$ cat src/rtl/round_timer.sv
// Round timer: counts a fixed-length round down in whole seconds, latches
// each player's one-hot door choice while the round runs, and holds an
// expiry flag until the processor acknowledges it.
module round_timer #(
  parameter int CLK_HZ  = 25000000,
  parameter int ROUND_S = 10
) (
  input  logic       clk,
  input  logic       reset,
  input  logic       start,
  input  logic       ack,
  input  logic [3:0] btn_j1,
  input  logic [3:0] btn_j2,
  output logic [3:0] posJ1,
  output logic [3:0] posJ2,
  output logic       time_up,
  output logic       running,
  output logic [6:0] secs_left,
  output logic [3:0] secs_tens,
  output logic [3:0] secs_ones
);

  localparam int              PW         = (CLK_HZ > 1) ? $clog2(CLK_HZ) : 1;
  localparam logic [PW-1:0]   PRESC_MAX  = PW'(CLK_HZ - 1);
  localparam logic [6:0]      ROUND_LOAD = 7'(ROUND_S);

  typedef enum logic [1:0] {
    IDLE,
    RUN,
    EXPIRED
  } state_e;

  state_e          state_q, state_d;
  logic [PW-1:0]   presc_q, presc_d;
  logic [6:0]      secs_q, secs_d;
  logic [3:0]      pos1_q, pos1_d;
  logic [3:0]      pos2_q, pos2_d;
  logic [3:0]      meta_j1_q, meta_j1_d;
  logic [3:0]      sync_j1_q, sync_j1_d;
  logic [3:0]      meta_j2_q, meta_j2_d;
  logic [3:0]      sync_j2_q, sync_j2_d;
  logic            wrap;
  logic            expire;

  function automatic logic is_onehot(input logic [3:0] v);
    return (v != 4'b0000) && ((v & (v - 4'd1)) == 4'b0000);
  endfunction

  // State register
  always_ff @(posedge clk or negedge reset) begin
    if (!reset) begin
      state_q <= IDLE;
    end else begin
      state_q <= state_d;
    end
  end

  // Datapath and button synchronizer registers
  always_ff @(posedge clk or negedge reset) begin
    if (!reset) begin
      presc_q   <= '0;
      secs_q    <= '0;
      pos1_q    <= '0;
      pos2_q    <= '0;
      meta_j1_q <= '0;
      sync_j1_q <= '0;
      meta_j2_q <= '0;
      sync_j2_q <= '0;
    end else begin
      presc_q   <= presc_d;
      secs_q    <= secs_d;
      pos1_q    <= pos1_d;
      pos2_q    <= pos2_d;
      meta_j1_q <= meta_j1_d;
      sync_j1_q <= sync_j1_d;
      meta_j2_q <= meta_j2_d;
      sync_j2_q <= sync_j2_d;
    end
  end

  // Next state plus countdown, prescaler and choice-latch updates
  always_comb begin
    state_d   = state_q;
    presc_d   = presc_q;
    secs_d    = secs_q;
    pos1_d    = pos1_q;
    pos2_d    = pos2_q;
    meta_j1_d = btn_j1;
    sync_j1_d = meta_j1_q;
    meta_j2_d = btn_j2;
    sync_j2_d = meta_j2_q;
    wrap      = (presc_q == PRESC_MAX);
    expire    = wrap && (secs_q <= 7'd1);

    unique case (state_q)
      IDLE: begin
        if (start) begin
          state_d = RUN;
          presc_d = '0;
          secs_d  = ROUND_LOAD;
          pos1_d  = '0;
          pos2_d  = '0;
        end
      end
      RUN: begin
        if (start) begin
          presc_d = '0;
          secs_d  = ROUND_LOAD;
          pos1_d  = '0;
          pos2_d  = '0;
        end else if (expire) begin
          // Expiry freezes the choices: a button load on this edge is dropped
          state_d = EXPIRED;
          presc_d = '0;
          secs_d  = '0;
        end else begin
          presc_d = wrap ? '0 : presc_q + PW'(1);
          if (wrap) begin
            secs_d = secs_q - 7'd1;
          end
          if (is_onehot(sync_j1_q)) begin
            pos1_d = sync_j1_q;
          end
          if (is_onehot(sync_j2_q)) begin
            pos2_d = sync_j2_q;
          end
        end
      end
      EXPIRED: begin
        if (ack) begin
          state_d = IDLE;
        end
      end
      default: begin
        state_d = IDLE;
      end
    endcase
  end

  // FSM outputs
  always_comb begin
    running = (state_q == RUN);
    time_up = (state_q == EXPIRED);
  end

  // Binary to two BCD digits; secs_left never exceeds 99
  always_comb begin
    secs_tens = '0;
    for (int unsigned i = 1; i < 10; i++) begin
      if (secs_q >= 7'(i * 10)) begin
        secs_tens = 4'(i);
      end
    end
    secs_ones = 4'(secs_q - 7'(secs_tens) * 7'd10);
  end

  assign posJ1     = pos1_q;
  assign posJ2     = pos2_q;
  assign secs_left = secs_q;

endmodule

$ cat config.mk
export PLATFORM = sky130hd
export DESIGN_NAME = round_timer
export DESIGN_NICKNAME = d
export VERILOG_FILES = /design/src/rtl/round_timer.sv
export SDC_FILE = /design/constraint.sdc
export NUM_CORES = 1
export LEC_CHECK = 0
export BUFFER_PORTS_ARGS = -buffer_cell sky130_fd_sc_hd__buf_2
export CORE_MARGIN = 2
export CORE_UTILIZATION = 50
export DETAILED_ROUTE_END_ITERATION = 6
export HOLD_SLACK_MARGIN = 0.08
export PLACE_DENSITY = 0.7
export SLEW_MARGIN = 20
export SYNTH_ARGS = -nofsm -noshare
export SYNTH_HDL_FRONTEND = slang
export SYNTH_SLANG_ARGS = --single-unit
$ cat constraint.sdc
create_clock -name clk -period 3.25 [get_ports clk]
set_input_delay 0.4875 -clock clk [delete_from_list [all_inputs] [get_ports clk]]
set_output_delay 0.4875 -clock clk [all_outputs]
set_load 0.02 [all_outputs]
* Yosys cells after proc, flatten, opt, wreduce, memory -nomap -nowiden
Index checks and enable logic that the tools add are counted.
** Cells by class
- Bitwise logic cells :: 2
- Reduce and logical (&&, ||, !) cells :: 14
- Magnitude comparators :: 10
- $mul :: 1
- Muxes and demuxes :: 33
- Add/subtract/negate cells :: 5
- Equality and inequality tests :: 11
** Operators with widths (count)
- two-way mux 25 bit :: 4
- two-way mux 4 bit :: 15
- case mux 25 bit (2 select lines) :: 1
- two-way mux 7 bit :: 4
- adder 25 x 1 -> 25 bit (second input constant) :: 1
- equality test 25 bit (second input constant) :: 1
- greater-or-equal comparator 7 x 6 -> 1 bit (second input constant) :: 3
- greater-or-equal comparator 7 bit (second input constant) :: 3
- case mux 4 bit (2 select lines) :: 2
- greater-or-equal comparator 7 x 5 -> 1 bit (second input constant) :: 2
- case mux 7 bit (2 select lines) :: 1
- AND reduction 4 bit :: 3
- bitwise AND 4 bit :: 2
- logical NOT 4 bit :: 2
- two-way mux 2 bit :: 4
- nonzero test 4 bit :: 2
- subtractor 4 x 1 -> 4 bit (second input constant) :: 2
- greater-or-equal comparator 7 x 4 -> 1 bit (second input constant) :: 1
- <= comparator 7 x 1 -> 1 bit (second input constant) :: 1
- subtractor 7 x 1 -> 7 bit (second input constant) :: 1
- inequality test 2 bit (second input constant) :: 3
- inequality test 3 x 2 -> 1 bit (second input constant) :: 2
- case mux 2 bit (3 select lines) :: 1
- multiplier 4 x 3 -> 3 bit (second input constant) :: 1
- 12 further kinds :: 14
** Word-level totals
- Register bits after elaboration :: 58
- Logic and storage cells :: 85
- Output and inout port bits :: 25

* Depth between registers and ports, before layout
- Depth in word-level cells :: 12
- Mapped depth :: 10
- Mapped depth without buffers :: 10

* Least setup slack after synthesis
OpenSTA, ideal clock, no wires.
- Path type :: reg2out
- From :: reg secs_q[0], in the netlist secs_left[0]
- To :: out secs_ones[3]
- Data required time :: 2762 ps
- Path slack :: -115 ps
- Cell stages (with the launch flop) :: 11
- Data arrival time :: 2878 ps
- Path buffers :: 0
- Cells stage by stage :: dfrtp_1 > inv_1 > ha_1 > nor3_1 > o31ai_1 > a2111o_1 > ha_1 > fa_1 > xor2_1 > xnor2_1 > xnor2_1
** On the way
- Cells in the longest elaborated chain, start to end :: 12
** RTL lines
- from (decl) :: RTL line 35 : logic [6:0] secs_q, secs_d;
- from (signal assigned) :: RTL line 71 : secs_q <= secs_d;
- greater-or-equal comparator 7 x 4 -> 1 bit :: RTL line 150 : if (secs_q >= 7'(i * 10)) begin
- two-way mux 1 bit :: RTL line 150
- two-way mux 4 bit (7 in a row) :: RTL line 150
- two-way mux 4 bit (*) :: RTL line 150
- named net secs_tens[0] :: RTL line 19 : output logic [3:0] secs_tens,
- multiplier 4 x 3 -> 3 bit (*) :: RTL line 154 : secs_ones = 4'(secs_q - 7'(secs_tens) * 7'd10);
- subtractor 4 bit (*) :: RTL line 154
- to (decl) :: RTL line 20 : output logic [3:0] secs_ones
The timed path passes the listed nets; every way through them passes the cells marked *.

* Worst setup path after layout
- From :: reg secs_q[1], in the netlist secs_left[1]
- To :: out secs_ones[3]
** On the way
- Cells in the longest elaborated chain, start to end :: 12
** RTL lines (RTL line)
- greater-or-equal comparator 7 x 4 -> 1 bit :: 150
- two-way mux 1 bit :: 150
- two-way mux 4 bit (8 in a row) :: 150
- multiplier 4 x 3 -> 3 bit :: 154
- subtractor 4 bit (*) :: 154
Every way passes the cells marked *; elsewhere a longest branch is shown, timed or not.

==> summary.md <==
| Metric | Value |
|---|---|
| Status | finished, violations left |
| Violated checks | negative setup slack |
| CP bufs+invs | 1 |
| Vias in the first global route | 2476 |
| Pin slew with the least headroom to its limit | 0.756 ns |
| Synth async-reset ratio | 1.00 |
| Syn Area/Cell | 9.77 sq um |
| Gpl congestion | 0.836 |
| Critical path's slowest cell | dfrtp_2 |
| Worst Path Class, Setup | reg2out |
| Most frequent CP cell | xnor2_2 |
| Worst reg2reg path depth | 6 |
| Placed instance area | 0.00342 sq mm |
| CTS Buffer Depth | 2 |
| Power Total | 1.55 mW |
| Hold Crit Class | in2async |
| F_max | 307 MHz |
| Clk_lat worst skew | 0.33 ns |
| Pin count of the biggest net entering global routing | 35 |
| Final min period | 3.26 ns |
| Yosys reg bits | 58 |
| Initial DRC count | 161 |
| Synth area leaders | dfrtp_1 (46%), a21oi_1 (3.0%), mux2i_1 (2.9%), nand2_1 (2.9%), nor2_1 (2.6%) |
| Final worst slack | -0.00540 ns |
| Clock buffer count from CTS | 9 |
| Delay-heaviest family, CP | compound AO/OA/AOI/OAI gates |
| First-pass GRT wire length | 11900 um |
| RR Startpoint | presc_q[0] |
| Die Footprint | 0.00694 sq mm |
| Die width | 83.3 um |
| RR Endpoint | presc_q[9] |
| Final setup viols | 1 |
| Max-slew violation count | 0 |
| Port Buffers | 36 |
| GRT Residual Overflow | 0 |
| # rows | 28 |
| Pre-antenna DRT Iters | 4 |
| Initial Util | 0.525 |
| Max-slew headroom | 0.496 |
| WP data arrival | 2.77 ns |
| PD cells | 417 mW/mm^2 |
| Final Hold Fails | 0 |
| Post-synth top area cell | dfrtp_1 |
| Clock sinks | 58 |
| Total number of vias | 2629 |
| Critical path's largest stage delay | 0.45 ns |
| Syn. warnings | 0 |
| HPWL after DPL | 4840 um |
| Layout Nets | 387 |
| CP cell instances | nand2b_1, a32oi_1, a21oi_1, a2111o_1, ha_2, fa_2, xor2_2, xnor2_2, xnor2_2, buf_4 |
| Design Area, Final | 0.00372 sq mm |
| DR vias/cell | 5.86 |
| Number of synthesized flops with an enable pin | 0 |
| Dpl ws | 0.0244 ns |
| Seq/Total Area, Yosys | 0.461 |
| Commonest non-fill, non-tap cell in the layout | dfrtp_1 |
| Die H | 83.3 um |
| Syn-to-layout area delta | 18.3% |
| Routed len/inst | 15.4 um |
| Worst VDD drop | 0.000328 V |
| Max-cap violations | 0 |
| Worst EP required | 2.76 ns |
| IO Count | 37 |
| Share of the synthesized area in the top cell type | 0.461 |
| Clock slew at reported path FFs | 0.07 ns |
| R2R Setup Slk | 0.92 ns |
| Total GRT Usage | 0.214 |
| Type of origin of the critical path | flop |
| Number of diodes | 0 |
| Leak | 1.71 nW |
| Post-route ant nets | 0 |
| Root Driver | clkbuf_8 |
| Antenna violations before repair | 0 |
| Critical path endpoint category | output pin |
| Core area | 0.00599 sq mm |
| RSZ-0062 raised after global routing | true |
| TNS Setup | -0.00540 ns |
| Total nets after synthesis | 340 |
| Final Cycle Share | 1.00 |
| Cells after synthesis | 322 |
| Synthesized area | 0.00315 sq mm |
| Yosys cell types | 64 |
| CTS tree | done |
| Layout cells sized above 1 | 0.249 |
| Critical path peak fanout | 6 |
| Worst hold slack | 0.216 ns |
| CTS Hold Buffers Added | 0 |
| Drc violations | 0 |
| Worst Setup SP | secs_left[1] |
| Final WL | 6930 um |
| Most frequent cells in the layout | dfrtp_1 (52), buf_2 (35), nand2_1 (24) |
| Worst Skew | 0.00725 ns |
| Most used DFF post-synth | dfrtp_1 |
| H-tree Lvls | 3 |
worst max path at each step:
| stage | to | cells past startpoint |
|---|---|---|
| after floorplan | secs_ones[3] | 10 |
| after global placement | secs_ones[3] | 10 |
| after detailed placement | secs_ones[3] | 11 |
| after CTS | secs_ones[3] | 10 |
| after global routing | secs_ones[3] | 10 |
| final | secs_ones[3] | 10 |
timing repair:
action | 4_1_cts | 5_1_grt
pin swaps | 3 | 1
gates resized for setup | 9 | 4
hold endpoints to repair | 0 | 0
setup endpoints to repair | 1 | 1
setup buffers | 7 | 0
registers in the layout, summed over array words and instances, names as in the netlist:
register	flops
posJ2	4
sync_j1_q	4
meta_j2_q	4
meta_j1_q	4
state_q	2
presc_q	25
posJ1	4
secs_left	7
sync_j2_q	4
power by group:
group / internal [mW] / switching [mW] / total (mW)
clock network: 0.374 / 0.296 / 0.670
logic: 0.0413 / 0.0672 / 0.108
registers: 0.749 / 0.0240 / 0.773
synthesized netlist by cell type, types with 2 or more instances:
library cell and instances:
a211oi_4 2, a21o_1 7, a21oi_1 19, a22o_1 2, a31oi_1 12, a32oi_1 2, a41oi_1 2, and2_1 3
and3_1 4, and4_1 6, buf_2 2, buf_4 2, clkbuf_1 9, dfrtp_1 58, ha_1 5, inv_1 17
mux2i_1 9, nand2_1 24, nand2b_1 5, nand3_1 14, nand3b_1 2, nand4_1 9, nor2_1 22, nor2b_1 6
nor3_1 5, nor4_1 3, nor4b_1 4, o211ai_1 2, o21a_1 2, o21ai_0 16, o2bb2ai_1 2, o31ai_1 4
or3_1 3, xnor2_1 3, xor2_1 6
per-layer routing:
metal | wire length (um) | up-vias | GRT usage | part of all wire
met3 | 233 | 8 | 0.0437 | 0.034
met1 | 3360 | 1288 | 0.294 | 0.48
met4 | 100 | 0 | 0.116 | 0.014
met5 | 0 | - | 0 | 0
met2 | 3240 | 52 | 0.317 | 0.47
li1 | - | 1281 | - | -
cell type report:
type | count | area [sq um]
clock buffers | 10 | 138
clock inverters | 6 | 66.3
multi-input cells | 234 | 1620
flip-flops and latches | 58 | 1460
well taps | 75 | 93.8
repair buffers | 49 | 280
fillers | 503 | 2270
inverters | 17 | 63.8
stage by stage:
| step | instances | util |
|---|---|---|
| after floorplan | 322 | - |
| after global placement | 426 | 0.571 |
| after detailed placement | 426 | 0.571 |
| after CTS | 449 | 0.617 |
| after global routing | 449 | 0.621 |
| final | 449 | 0.621 |
cell families after synthesis:
kind of cell | count (synthesis) | synth area share
xor+xnor | 9 | 0.0251
mux | 9 | 0.0286
simple gates | 123 | 0.220
flops | 58 | 0.461
buf+inv | 30 | 0.0390
compound gates | 87 | 0.200
fa+ha+maj | 6 | 0.0263
No activity file was read; power rests on OpenSTA's default activity.
